$ cat src/rtl/tl_cntr_nway.sv
// tl_cntr_nway: N-direction traffic-light controller, round-robin green.
// Optional pedestrian WALK phase when TL_CNTR_NWAY_PED_EN is defined.
module tl_cntr_nway #(
    parameter int NUM_DIR     = 4,
    parameter int TW          = 8,
    parameter int MIN_GREEN   = 8,
    parameter int MAX_GREEN   = 32,
    parameter int YELLOW_CYC  = 4,
    parameter int ALL_RED_CYC = 2,
`ifdef TL_CNTR_NWAY_PED_EN
    parameter int WALK_CYC    = 6,
`endif
    localparam int DW = (NUM_DIR > 1) ? $clog2(NUM_DIR) : 1
) (
    input  logic                 clk,
    input  logic                 reset_n,
    input  logic [NUM_DIR-1:0]   req,
`ifdef TL_CNTR_NWAY_PED_EN
    input  logic                 ped_req,
    output logic                 walk,
`endif
    output logic [2*NUM_DIR-1:0] light,
    output logic [DW-1:0]        active_dir,
    output logic [1:0]           phase
);

    typedef enum logic [1:0] {
        PH_GREEN   = 2'b00,
        PH_YELLOW  = 2'b01,
        PH_ALL_RED = 2'b10,
        PH_WALK    = 2'b11
    } phase_e;

    localparam logic [TW-1:0] T_MIN = TW'(MIN_GREEN - 1);
    localparam logic [TW-1:0] T_MAX = TW'(MAX_GREEN - 1);
    localparam logic [TW-1:0] T_YEL = TW'(YELLOW_CYC - 1);
    localparam logic [TW-1:0] T_AR  = TW'(ALL_RED_CYC - 1);
`ifdef TL_CNTR_NWAY_PED_EN
    localparam logic [TW-1:0] T_WLK = TW'(WALK_CYC - 1);
`endif

    localparam logic [2*NUM_DIR-1:0] RST_LIGHT =
        {{(2*NUM_DIR-2){1'b1}}, 2'b00};

    phase_e               phase_q;
    phase_e               phase_n;
    logic [DW-1:0]        dir_n;
    logic [DW-1:0]        nxt_q;
    logic [DW-1:0]        nxt_n;
    logic [TW-1:0]        timer;
    logic [TW-1:0]        timer_n;
    logic [TW-1:0]        timer_inc;
    logic [NUM_DIR-1:0]   other_mask;
    logic [DW-1:0]        scan_dir;
    logic [DW-1:0]        cand;
    logic                 found;
    logic                 ped_any;
    logic                 other_req;
    logic                 green_exit;

`ifdef TL_CNTR_NWAY_PED_EN
    logic ped_pend;
    logic walk_entry;

    assign ped_any    = ped_pend;
    assign walk_entry = (phase_n == PH_WALK) && (phase_q != PH_WALK);
`else
    assign ped_any = 1'b0;
`endif

    assign phase     = phase_q;
    assign timer_inc = (timer == '1) ? timer : timer + 1'b1;

    // Lamp pattern for a given phase and owning direction.
    function automatic logic [2*NUM_DIR-1:0] lamp(
        input phase_e        ph,
        input logic [DW-1:0] d
    );
        logic [2*NUM_DIR-1:0] l;
        l = '1;
        for (int i = 0; i < NUM_DIR; i++) begin
            if (DW'(i) == d) begin
                if (ph == PH_GREEN) begin
                    l[2*i +: 2] = 2'b00;
                end else if (ph == PH_YELLOW) begin
                    l[2*i +: 2] = 2'b01;
                end
            end
        end
        return l;
    endfunction

    // Competing demand and round-robin pick of the next direction.
    always_comb begin
        other_mask             = req;
        other_mask[active_dir] = 1'b0;
        scan_dir               = active_dir;
        found                  = 1'b0;
        cand                   = '0;
        for (int k = 1; k < NUM_DIR; k++) begin
            cand = DW'((int'(active_dir) + k) % NUM_DIR);
            if (!found && req[cand]) begin
                found    = 1'b1;
                scan_dir = cand;
            end
        end
    end

    assign other_req  = (|other_mask) | ped_any;
    assign green_exit = (timer >= T_MIN) && other_req &&
                        (!req[active_dir] || (timer >= T_MAX));

    // Phase sequencing and timer next-state.
    always_comb begin
        phase_n = phase_q;
        dir_n   = active_dir;
        nxt_n   = nxt_q;
        timer_n = timer_inc;
        unique case (phase_q)
            PH_GREEN: begin
                if (green_exit) begin
                    phase_n = PH_YELLOW;
                    nxt_n   = scan_dir;
                    timer_n = '0;
                end
            end
            PH_YELLOW: begin
                if (timer == T_YEL) begin
                    phase_n = PH_ALL_RED;
                    timer_n = '0;
                end
            end
            PH_ALL_RED: begin
                if (timer == T_AR) begin
                    timer_n = '0;
                    if (ped_any) begin
                        phase_n = PH_WALK;
                    end else begin
                        phase_n = PH_GREEN;
                        dir_n   = nxt_q;
                    end
                end
            end
`ifdef TL_CNTR_NWAY_PED_EN
            PH_WALK: begin
                if (timer == T_WLK) begin
                    phase_n = PH_ALL_RED;
                    timer_n = '0;
                end
            end
`endif
            default: begin
                phase_n = PH_GREEN;
                dir_n   = '0;
                nxt_n   = '0;
                timer_n = '0;
            end
        endcase
    end

    // Controller state and registered lamp outputs.
    always_ff @(posedge clk or negedge reset_n) begin
        if (!reset_n) begin
            phase_q    <= PH_GREEN;
            active_dir <= '0;
            nxt_q      <= '0;
            timer      <= '0;
            light      <= RST_LIGHT;
        end else begin
            phase_q    <= phase_n;
            active_dir <= dir_n;
            nxt_q      <= nxt_n;
            timer      <= timer_n;
            light      <= lamp(phase_n, dir_n);
        end
    end

`ifdef TL_CNTR_NWAY_PED_EN
    // Sticky pedestrian request and registered walk lamp.
    always_ff @(posedge clk or negedge reset_n) begin
        if (!reset_n) begin
            ped_pend <= 1'b0;
            walk     <= 1'b0;
        end else begin
            ped_pend <= ped_req | (ped_pend & ~walk_entry);
            walk     <= (phase_n == PH_WALK);
        end
    end
`endif

endmodule
$ cat config.mk
export PLATFORM = sky130hd
export DESIGN_NAME = tl_cntr_nway
export DESIGN_NICKNAME = d
export VERILOG_FILES = /design/src/rtl/tl_cntr_nway.sv
export SDC_FILE = /design/constraint.sdc
export NUM_CORES = 1
export LEC_CHECK = 0
export BUFFER_PORTS_ARGS = -buffer_cell sky130_fd_sc_hd__buf_2
export CORE_UTILIZATION = 51
export DETAILED_ROUTE_END_ITERATION = 10
export MAX_ROUTING_LAYER = met4
export PLACE_DENSITY = 0.74
export SETUP_SLACK_MARGIN = 0.02
export SYNTH_ARGS = -nofsm -noshare
export SYNTH_HDL_FRONTEND = slang
export SYNTH_SLANG_ARGS = --single-unit
$ cat constraint.sdc
create_clock -name clk -period 2 [get_ports clk]
set_input_delay 0.4 -clock clk [delete_from_list [all_inputs] [get_ports clk]]
set_output_delay 0.4 -clock clk [all_outputs]
set_load 0.01 [all_outputs]
==> flow_metrics.env <==
export IMPL_number_of_global_route_vias_before_repair=1172
export IMPL_final_seq_area_sq_um=558
export IMPL_drc=0
export IMPL_critical_path_required_ns=2.20
export IMPL_cts_path_max_buffers=2
export IMPL_final_max_slew_violation_count=0
export IMPL_multi_input_area_sq_um=832
export IMPL_failed_checks="negative setup slack"
export IMPL_post_synth_most_frequent_cells="dfrtp_1 (16), nor2_1 (12), inv_1 (11)"
export IMPL_grt_use_total_pct=24.9
export IMPL_synth_yosys_warnings=0
export IMPL_n_fill_cell=182
export IMPL_rows=18
export IMPL_cpMaxStageDelayCell="mux4_2"
export IMPL_floorplan_core_area_sq_um=2540
export IMPL_worst_setup_path_type="reg2reg"
export IMPL_drt_first_pass_iters=4
export IMPL_die_w_microns=54.6
export IMPL_report_power_total_mw=1.86
export IMPL_ys_seq_elements=22
export IMPL_worst_hold_slack_ns=0.0187
export IMPL_timing_final_ws_setup_ns=-0.0262
export IMPL_synth_top_flop_cell="dfrtp_1"
export IMPL_cap_violations=0
export IMPL_rd_place_congestion=0.853
export IMPL_design_die_area_sq_um=2980
export IMPL_synth_async_sr_flop_share_pct=100
export IMPL_hpwlAfterDp_mm=2.39
export IMPL_critPathMaxFanout=8
export IMPL_drt_initial_drc_count=34
export IMPL_crit_path_cell_trace="buf_4 > mux4_2 > and3b_4 > o31a_4 > o21bai_4 > nor3_1"
export IMPL_clkTransAtPathRegs_ns=0.12
export IMPL_place_worst_setup_slack_ns=-0.0563
export IMPL_timing_hold_violations_final=0
export IMPL_cts_tree="done"
export IMPL_outcome="complete, but fails checks"
export IMPL_finalCritPeriodShare_pct=101
export IMPL_vdd_drop_max_v=0.000949
export IMPL_timing_critical_path_to_type="register"
export IMPL_placedCellCount=203
export IMPL_synthesis_nets=155
export IMPL_numClockSinks=22
export IMPL_p_leak_nw=0.843
export IMPL_grt_start_max_net_pins=23
export IMPL_critical_path_max_stage_delay_ns=0.49
export IMPL_setup_viol=8
export IMPL_route_antenna_remaining_nets=0
export IMPL_critPathLaunchType="register"
export IMPL_post_synth_top_area_fraction_pct=28.4
export IMPL_initial_antenna_violation_count=0
export IMPL_netlist_area_sq_um=1410
export IMPL_clk_latency_ns=0.31
export IMPL_timing_final_crit_period_ns=2.03
export IMPL_synth_largest_area_cell="dfrtp_1"
export IMPL_clk_root_buffer_cell="clkbuf_4"
export IMPL_layout_drive_gt1_share_pct=34.8
export IMPL_initial_utilization_pct=55.4
export IMPL_wire_length_of_the_first_global_routing_pass_mm=5.07
export IMPL_buffer_ports_inserted=17
export IMPL_drt_total_wl_mm=3.26
export IMPL_grt_overflow=0
export IMPL_fp_dieH_microns=54.6
export IMPL_worst_slew_pin_transition_ns=0.466
export IMPL_hold_path_class="in2async"
export IMPL_cts_buffers=3
export IMPL_synth_seq_area_share_pct=39.6
export IMPL_rsz_0062_raised_after_global_routing="true"
export IMPL_htree_levels=1
export IMPL_clock_skew_final_ns=0.00384
export IMPL_cells_after_synth=139
export IMPL_placed_cell_area_sq_um=1670
export IMPL_worst_endpoint_arrival_ns=2.23
export IMPL_route_vias_total=1245
export IMPL_io_pin_count=18
export IMPL_antenna_cells_inserted=0
export IMPL_layout_area_overhead_vs_synth_pct=25.5
export IMPL_final_nets=198
export IMPL_synth_area_top_cells="dfrtp_1 (28%), dfstp_2 (11%), ha_1 (8.9%), nor2_1 (3.2%), inv_1 (2.9%)"
export IMPL_finish_cell_count_without_fillers=211
export IMPL_timing_reg2reg_setup_slack_ns=-0.03
export IMPL_final_core_util_pct=69.5
export IMPL_power_per_cell_area_nw_per_um2=1050
export IMPL_synthesis_area_per_instance_sq_um=10.1
export IMPL_number_of_synthesized_flops_with_an_enable_pin=0
export IMPL_synth_lib_cells_used_distinct=44
export IMPL_detail_route_wl_per_cell_microns=15.5
export IMPL_clock_fmax_ghz=0.494
export IMPL_timing_max_slew_rel_slack_pct=68.5
export IMPL_layout_cell_area_non_filler_sq_um=1770
export IMPL_final_sum_of_negative_setup_slack_ns=-0.139
export IMPL_most_frequent_cell_after_synthesis="dfrtp_1"
export IMPL_routed_via_density=5.90
layout by cell type (no fill, tap or decap), drive strengths merged, types with 6 or more instances in the layout:
master	n
inv	10
o21ai	9
nor2	12
ha	10
buf	38
dfrtp	16
dfstp	6
nand3	6
nor2b	6
nor3	6
final timing paths:
check / startpoint / to / depth (start not counted)
hold reg to reg: nxt_q[0] / nxt_q[0] / 2
max in group asynchronous: reset_n / light[7] / 1
setup / recovery: active_dir[0] / timer[6] / 6
setup reg to reg: active_dir[0] / timer[6] / 6
min in group clk: nxt_q[0] / nxt_q[0] / 2
hold / removal: reset_n / timer[6] / 1
power breakdown:
| part | leakage [nW] | switching [mW] | internal [mW] | total (mW) |
|---|---|---|---|---|
| sequential | 0.278 | 0.0681 | 0.537 | 0.605 |
| combinational | 0.537 | 0.513 | 0.399 | 0.912 |
| clock | 0.0279 | 0.137 | 0.203 | 0.339 |
critical path: cells and delay by family (launching register included):
family / cells / cell delay [ns]
simple gates: 2 / 0.30
buf+inv: 1 / 0.16
flops: 1 / 0.41
compound gates: 2 / 0.56
mux: 1 / 0.49
registers in the layout (all words and copies together), names as in the netlist:
signal      flops
active_dir      2
light           8
nxt_q           2
phase           2
timer           8
kinds of logic (layout without fill, tap and decap cells):
group	Yosys count	after routing	share of synthesized area, %
buf+inv	12	53	3.73
compound gates	30	31	17.0
fa+ha+maj	10	10	8.88
mux	5	5	5.77
simple gates	57	57	23.2
xor+xnor	3	3	1.87
flops	22	22	39.6
repair_timing:
| item | in CTS | in global routing |
|---|---|---|
| endpoints found under the hold margin | 0 | 0 |
| resized for setup | 1 | 3 |
| pin swaps | 1 | 3 |
| endpoints found under the setup margin | 19 | 22 |
| setup buffers | 2 | 1 |
| gates cloned | 1 | 0 |
| hold buffers | 0 | 0 |
cell type report:
cell class,instances,share of cell area [%]
Timing Repair Buffer,38,13.7
Inverter,11,2.55
Sequential cell,22,31.6
Multi-Input combinational cell,106,47.1
Clock buffer,3,1.27
Tap cell,30,2.12
Clock inverter,1,1.70
metal layers:
layer	up-vias	share of wire, %	track usage (%)
met3	4	4.5	6.39
met5	-	0	-
li1	597	-	-
met2	34	52	44.3
met1	610	43	29.4
met4	0	0.55	1.71
No activity file was read; power rests on OpenSTA's default activity.
